[config.mk]
export PLATFORM = sky130hd
export DESIGN_NAME = br_wr_ctrl
export DESIGN_NICKNAME = d
export VERILOG_FILES = /design/src/rtl/br_wr_ctrl.sv
export SDC_FILE = /design/constraint.sdc
export NUM_CORES = 1
export LEC_CHECK = 0
export BUFFER_PORTS_ARGS = -buffer_cell sky130_fd_sc_hd__buf_2
export CORE_AREA = 2 2 105 107
export DETAILED_ROUTE_END_ITERATION = 6
export DIE_AREA = 0 0 107 109
export MAX_ROUTING_LAYER = met4
export PLACE_DENSITY = 0.67
export RECOVER_POWER = 25
export SYNTH_ARGS = -nofsm -noshare
export SYNTH_HDL_FRONTEND = slang
export SYNTH_SLANG_ARGS = --single-unit
[constraint.sdc]
create_clock -name clk -period 1.8 [get_ports clk]
set_input_delay 0.36 -clock clk [delete_from_list [all_inputs] [get_ports clk]]
set_output_delay 0.36 -clock clk [all_outputs]
set_load 0.05 [all_outputs]
[src/rtl/br_wr_ctrl.sv]
// rtl/br_wr_ctrl.sv - write-port controller for the 32x32 register file: reset clear sweep, round-robin A/B writes
// Optional read-port forwarding of the in-flight write under `BR_WR_CTRL_BYPASS_EN.
module br_wr_ctrl #(
  parameter int DW = 32,
  parameter int AW = 5
) (
  input  logic          clk,
  input  logic          rst_n,
  input  logic          a_valid,
  output logic          a_ready,
  input  logic [AW-1:0] a_addr,
  input  logic [DW-1:0] a_data,
  input  logic          b_valid,
  output logic          b_ready,
  input  logic [AW-1:0] b_addr,
  input  logic [DW-1:0] b_data,
  output logic          br_we3,
  output logic [AW-1:0] br_wa3,
  output logic [DW-1:0] br_wd3,
  input  logic [AW-1:0] ra1,
  input  logic [AW-1:0] ra2,
  output logic [AW-1:0] br_ra1,
  output logic [AW-1:0] br_ra2,
  input  logic [DW-1:0] br_rd1,
  input  logic [DW-1:0] br_rd2,
  output logic [DW-1:0] rd1,
  output logic [DW-1:0] rd2,
  output logic          busy
);

  localparam logic [0:0] S_INIT = 1'b0;
  localparam logic [0:0] S_RUN  = 1'b1;

  localparam logic [AW-1:0] CNT_ONE  = {{(AW-1){1'b0}}, 1'b1};
  localparam logic [AW-1:0] CNT_LAST = {AW{1'b1}};
  localparam logic [AW-1:0] ADDR_ZERO = {AW{1'b0}};

  logic [0:0]    state;
  logic [AW-1:0] cnt;
  logic          last_b;   // 1: B was granted most recently
  logic          in_run;

  assign in_run  = (state == S_RUN);
  assign busy    = ~in_run;
  assign a_ready = in_run & a_valid & (~b_valid | last_b);
  assign b_ready = in_run & b_valid & (~a_valid | ~last_b);

  always_ff @(posedge clk or negedge rst_n) begin
    if (!rst_n) begin
      state  <= S_INIT;
      cnt    <= CNT_ONE;
      last_b <= 1'b1;
      br_we3 <= 1'b0;
      br_wa3 <= '0;
      br_wd3 <= '0;
    end else if (state == S_INIT) begin
      br_we3 <= 1'b1;
      br_wa3 <= cnt;
      br_wd3 <= '0;
      if (cnt == CNT_LAST) begin
        state <= S_RUN;
      end else begin
        cnt <= cnt + CNT_ONE;
      end
    end else if (a_ready) begin
      // x0 is hard-wired: accept the request but never enable the write
      br_we3 <= (a_addr != ADDR_ZERO);
      br_wa3 <= a_addr;
      br_wd3 <= a_data;
      last_b <= 1'b0;
    end else if (b_ready) begin
      br_we3 <= (b_addr != ADDR_ZERO);
      br_wa3 <= b_addr;
      br_wd3 <= b_data;
      last_b <= 1'b1;
    end else begin
      br_we3 <= 1'b0;
    end
  end

  assign br_ra1 = ra1;
  assign br_ra2 = ra2;

`ifdef BR_WR_CTRL_BYPASS_EN
  // Forward the registered write so a read sees it one cycle before BR commits it
  assign rd1 = (br_we3 && (ra1 == br_wa3) && (ra1 != ADDR_ZERO)) ? br_wd3 : br_rd1;
  assign rd2 = (br_we3 && (ra2 == br_wa3) && (ra2 != ADDR_ZERO)) ? br_wd3 : br_rd2;
`else
  assign rd1 = br_rd1;
  assign rd2 = br_rd2;
`endif

endmodule

==> impl_metrics.tcl <==
set metrics [dict create \
    synth-async-reset-ratio_pct 100 \
    syn_area_per_cell_sq_um 10.8 \
    grt_pass1_wl_microns 9790 \
    p_total_mw 2.70 \
    status "complete, no violations" \
    worstSetupEndpointType "primary output" \
    antenna_found_initial 0 \
    synth_nets 393 \
    fp.dieH_microns 109 \
    cts.hold.buffers_added 0 \
    synth_cell_types 29 \
    drv_slew 0 \
    core_sq_mm 0.0106 \
    synth_top_flop_cell "dfrtp_1" \
    synth_most_common_cell "buf_4" \
    worstReg2RegStart "cnt[1]$_DFFE_PN0P_" \
    synth.area.top_cells "dfrtp_1, buf_4, a221o_1" \
    areaGrowthSynthToFinish_pct 13.1 \
    ys_top_cells_by_count "buf_4, dfrtp_1, a221o_1" \
    synth_top_family_by_area "buffers and inverters" \
    synth-xor-area-share_pct 1.01 \
    worst_clock_skew_ps 19.1 \
    arrival_ps 1360 \
    wl_per_cell_microns 15.5 \
    finalWorstSetupSlack_ps 78.3 \
    rr_worst_depth 5 \
    drc 0 \
    hp-class "input pin to asynchronous set/reset pin" \
    drive_gt1_share_pct 49.7 \
    crit_fanout 4 \
    path_class "register to primary output" \
    synth_edf_count 0 \
    cp-start-kind "register" \
    ant_nets 0 \
    dieWidth_microns 107 \
    ys_ff_latch 45 \
    drt-vias-per-instance 4.50 \
    grt_max_degree 30 \
    root_buffer "clkbuf_8" \
    rows 38 \
    critPathBufInv 1 \
    period_needed_ps 1720 \
    cts_tree "done" \
    timing.final.crit_share_pct 95.7 \
    synth_area_sq_mm 0.00259 \
    num_vias 1928 \
    cts.sinks 45 \
    synthMuxAreaShare_pct 0.870 \
    cts_setup_buffers 0 \
    powerDensity_mw_per_mm2 923 \
    cap_violations 0 \
    place.gp.congestion 0.769 \
    multi_input_area_sq_um 841 \
    path_clk_slew_ps 90 \
    yosys_warnings 0 \
    first_pass_iters 4 \
    required_ps 1440 \
    grt_pass1_vias 1902 \
    routed_wl_microns 6620 \
    grt_usage_pct 11.2 \
    critical-path-top-delay-family "flip-flops" \
    initial_core_util_pct 24.4 \
    grt_overflow_total 0 \
    hpwl_microns 5280 \
    yosysSeqAreaShare_pct 43.6 \
    synthCells 239 \
    slowest_delay_ps 550 \
    nNetsFinal 441 \
    setup_viol 0 \
    fmax_ghz 0.581 \
    relSlewSlack_pct 18.3 \
    htree_levels 2 \
    startpoint "last_b$_DFFE_PN1P_" \
    ioPinCount 267 \
    yosysTopAreaCellShare_pct 41.5 \
    clockBufferDepth 2 \
    leakagePower_nw 1.42 \
    hold_violations 0 \
    cp_slowest_cell "dfstp_2" \
    portBuffers 118 \
    yosys.area_share.simple_pct 11.9 \
    fin_setup_tns_ps 0 \
    clk_latency_ps 300 \
    tightest_slew_ps 1230 \
    rsz0062_at_grt "no" \
    crit_cells 3 \
    synth_area_leader_cell "dfrtp_1" \
    dieArea_sq_mm 0.0117 \
    cp_cell_sequence "nand2_1 -> and3_2 -> buf_4" \
    synth_compound_area_share_pct 16.8 \
    cts_buffers 5 \
    synthAdderAreaFrac_pct 0.966 \
    regArea_sq_mm 0.00113 \
    preCtsSetupSlack_ps 61.0 \
    irDropWorstVdd_uv 332 \
    drt-initial-drc-count 121 \
    antenna_cells 0 \
    fillers 1113 \
]
where the power goes:
group	switching (mW)	internal, mW	total, mW
logic	0.607	0.275	0.882
clock network	0.337	0.314	0.651
registers	0.0506	1.12	1.17
total	0.995	1.71	2.70
cell type report:
cell class / instances / share of cell area, %
clock buffer: 8 / 3.08
multi-input combinational: 105 / 28.7
timing repair buffer: 127 / 23.3
tap: 140 / 5.98
inverter: 3 / 0.384
sequential: 45 / 38.6
layer usage:
layer  vias up  global-route usage (%)  part of all wire [%]
met3        28                    4.06                    10
met2       111                    17.3                    46
met4         0                    3.90                   2.1
li1        874                       -                     -
met1       915                    13.5                    42
met5         -                       -                     0
sequential cells by signal, summed over array words and instances (netlist names):
name,cells
br_wa3,5
last_b,1
br_we3,1
in_run,1
br_wd3,32
cnt,5
metrics by stage:
step	cells	hold slack [ps]	util, %	instance area, sq um
6_report	428	290	27.6	2930
5_1_grt	428	276	27.6	2930
4_1_cts	428	35.0	27.4	2910
3_5_place_dp	420	365	26.6	2820
3_3_place_gp	420	361	26.6	2820
2_1_floorplan	239	64.4	-	2590
kinds of logic after synthesis:
logic type	after synthesis
adder cells (fa/ha/maj)	2
flip-flops	45
AND/OR/NAND/NOR	52
AO/OA/AOI/OAI	46
XOR/XNOR	3
multiplexers	2
buffers and inverters	89
path summary, 6_finish.rpt:
| kind | endpoint | slack, ps |
|---|---|---|
| worst min-delay path | br_wa3[2]$_DFFE_PN0P_ | 290 |
| min in group clk | br_wd3[31]$_DFFE_PN0P_ | 290 |
| worst min register to register | last_b$_DFFE_PN1P_ | 500 |
| worst max-delay path | b_ready | 80 |
| worst max register to register | cnt[1]$_DFFE_PN0P_ | 140 |
| max in group asynchronous | in_run$_DFF_PN0_ | 700 |
cells in the final DEF (no fill, tap or decap), types with 2 or more instances in the layout:
| cell | n |
|---|---|
| a221o_1 | 37 |
| and2_1 | 32 |
| buf_2 | 115 |
| buf_4 | 9 |
| clkbuf_1 | 3 |
| clkbuf_8 | 6 |
| dfrtp_1 | 42 |
| dfstp_2 | 2 |
| ha_1 | 2 |
| inv_1 | 2 |
| mux2_2 | 2 |
| nand2_1 | 9 |
| o2bb2ai_1 | 4 |
| or4_1 | 2 |
| xnor2_1 | 3 |
repair_timing:
action | CTS | global route
cloned | 0 | 0
setup endpoints to repair | 3 | 5
gates resized for setup | 2 | 7
(Power assumes the default switching activity.)
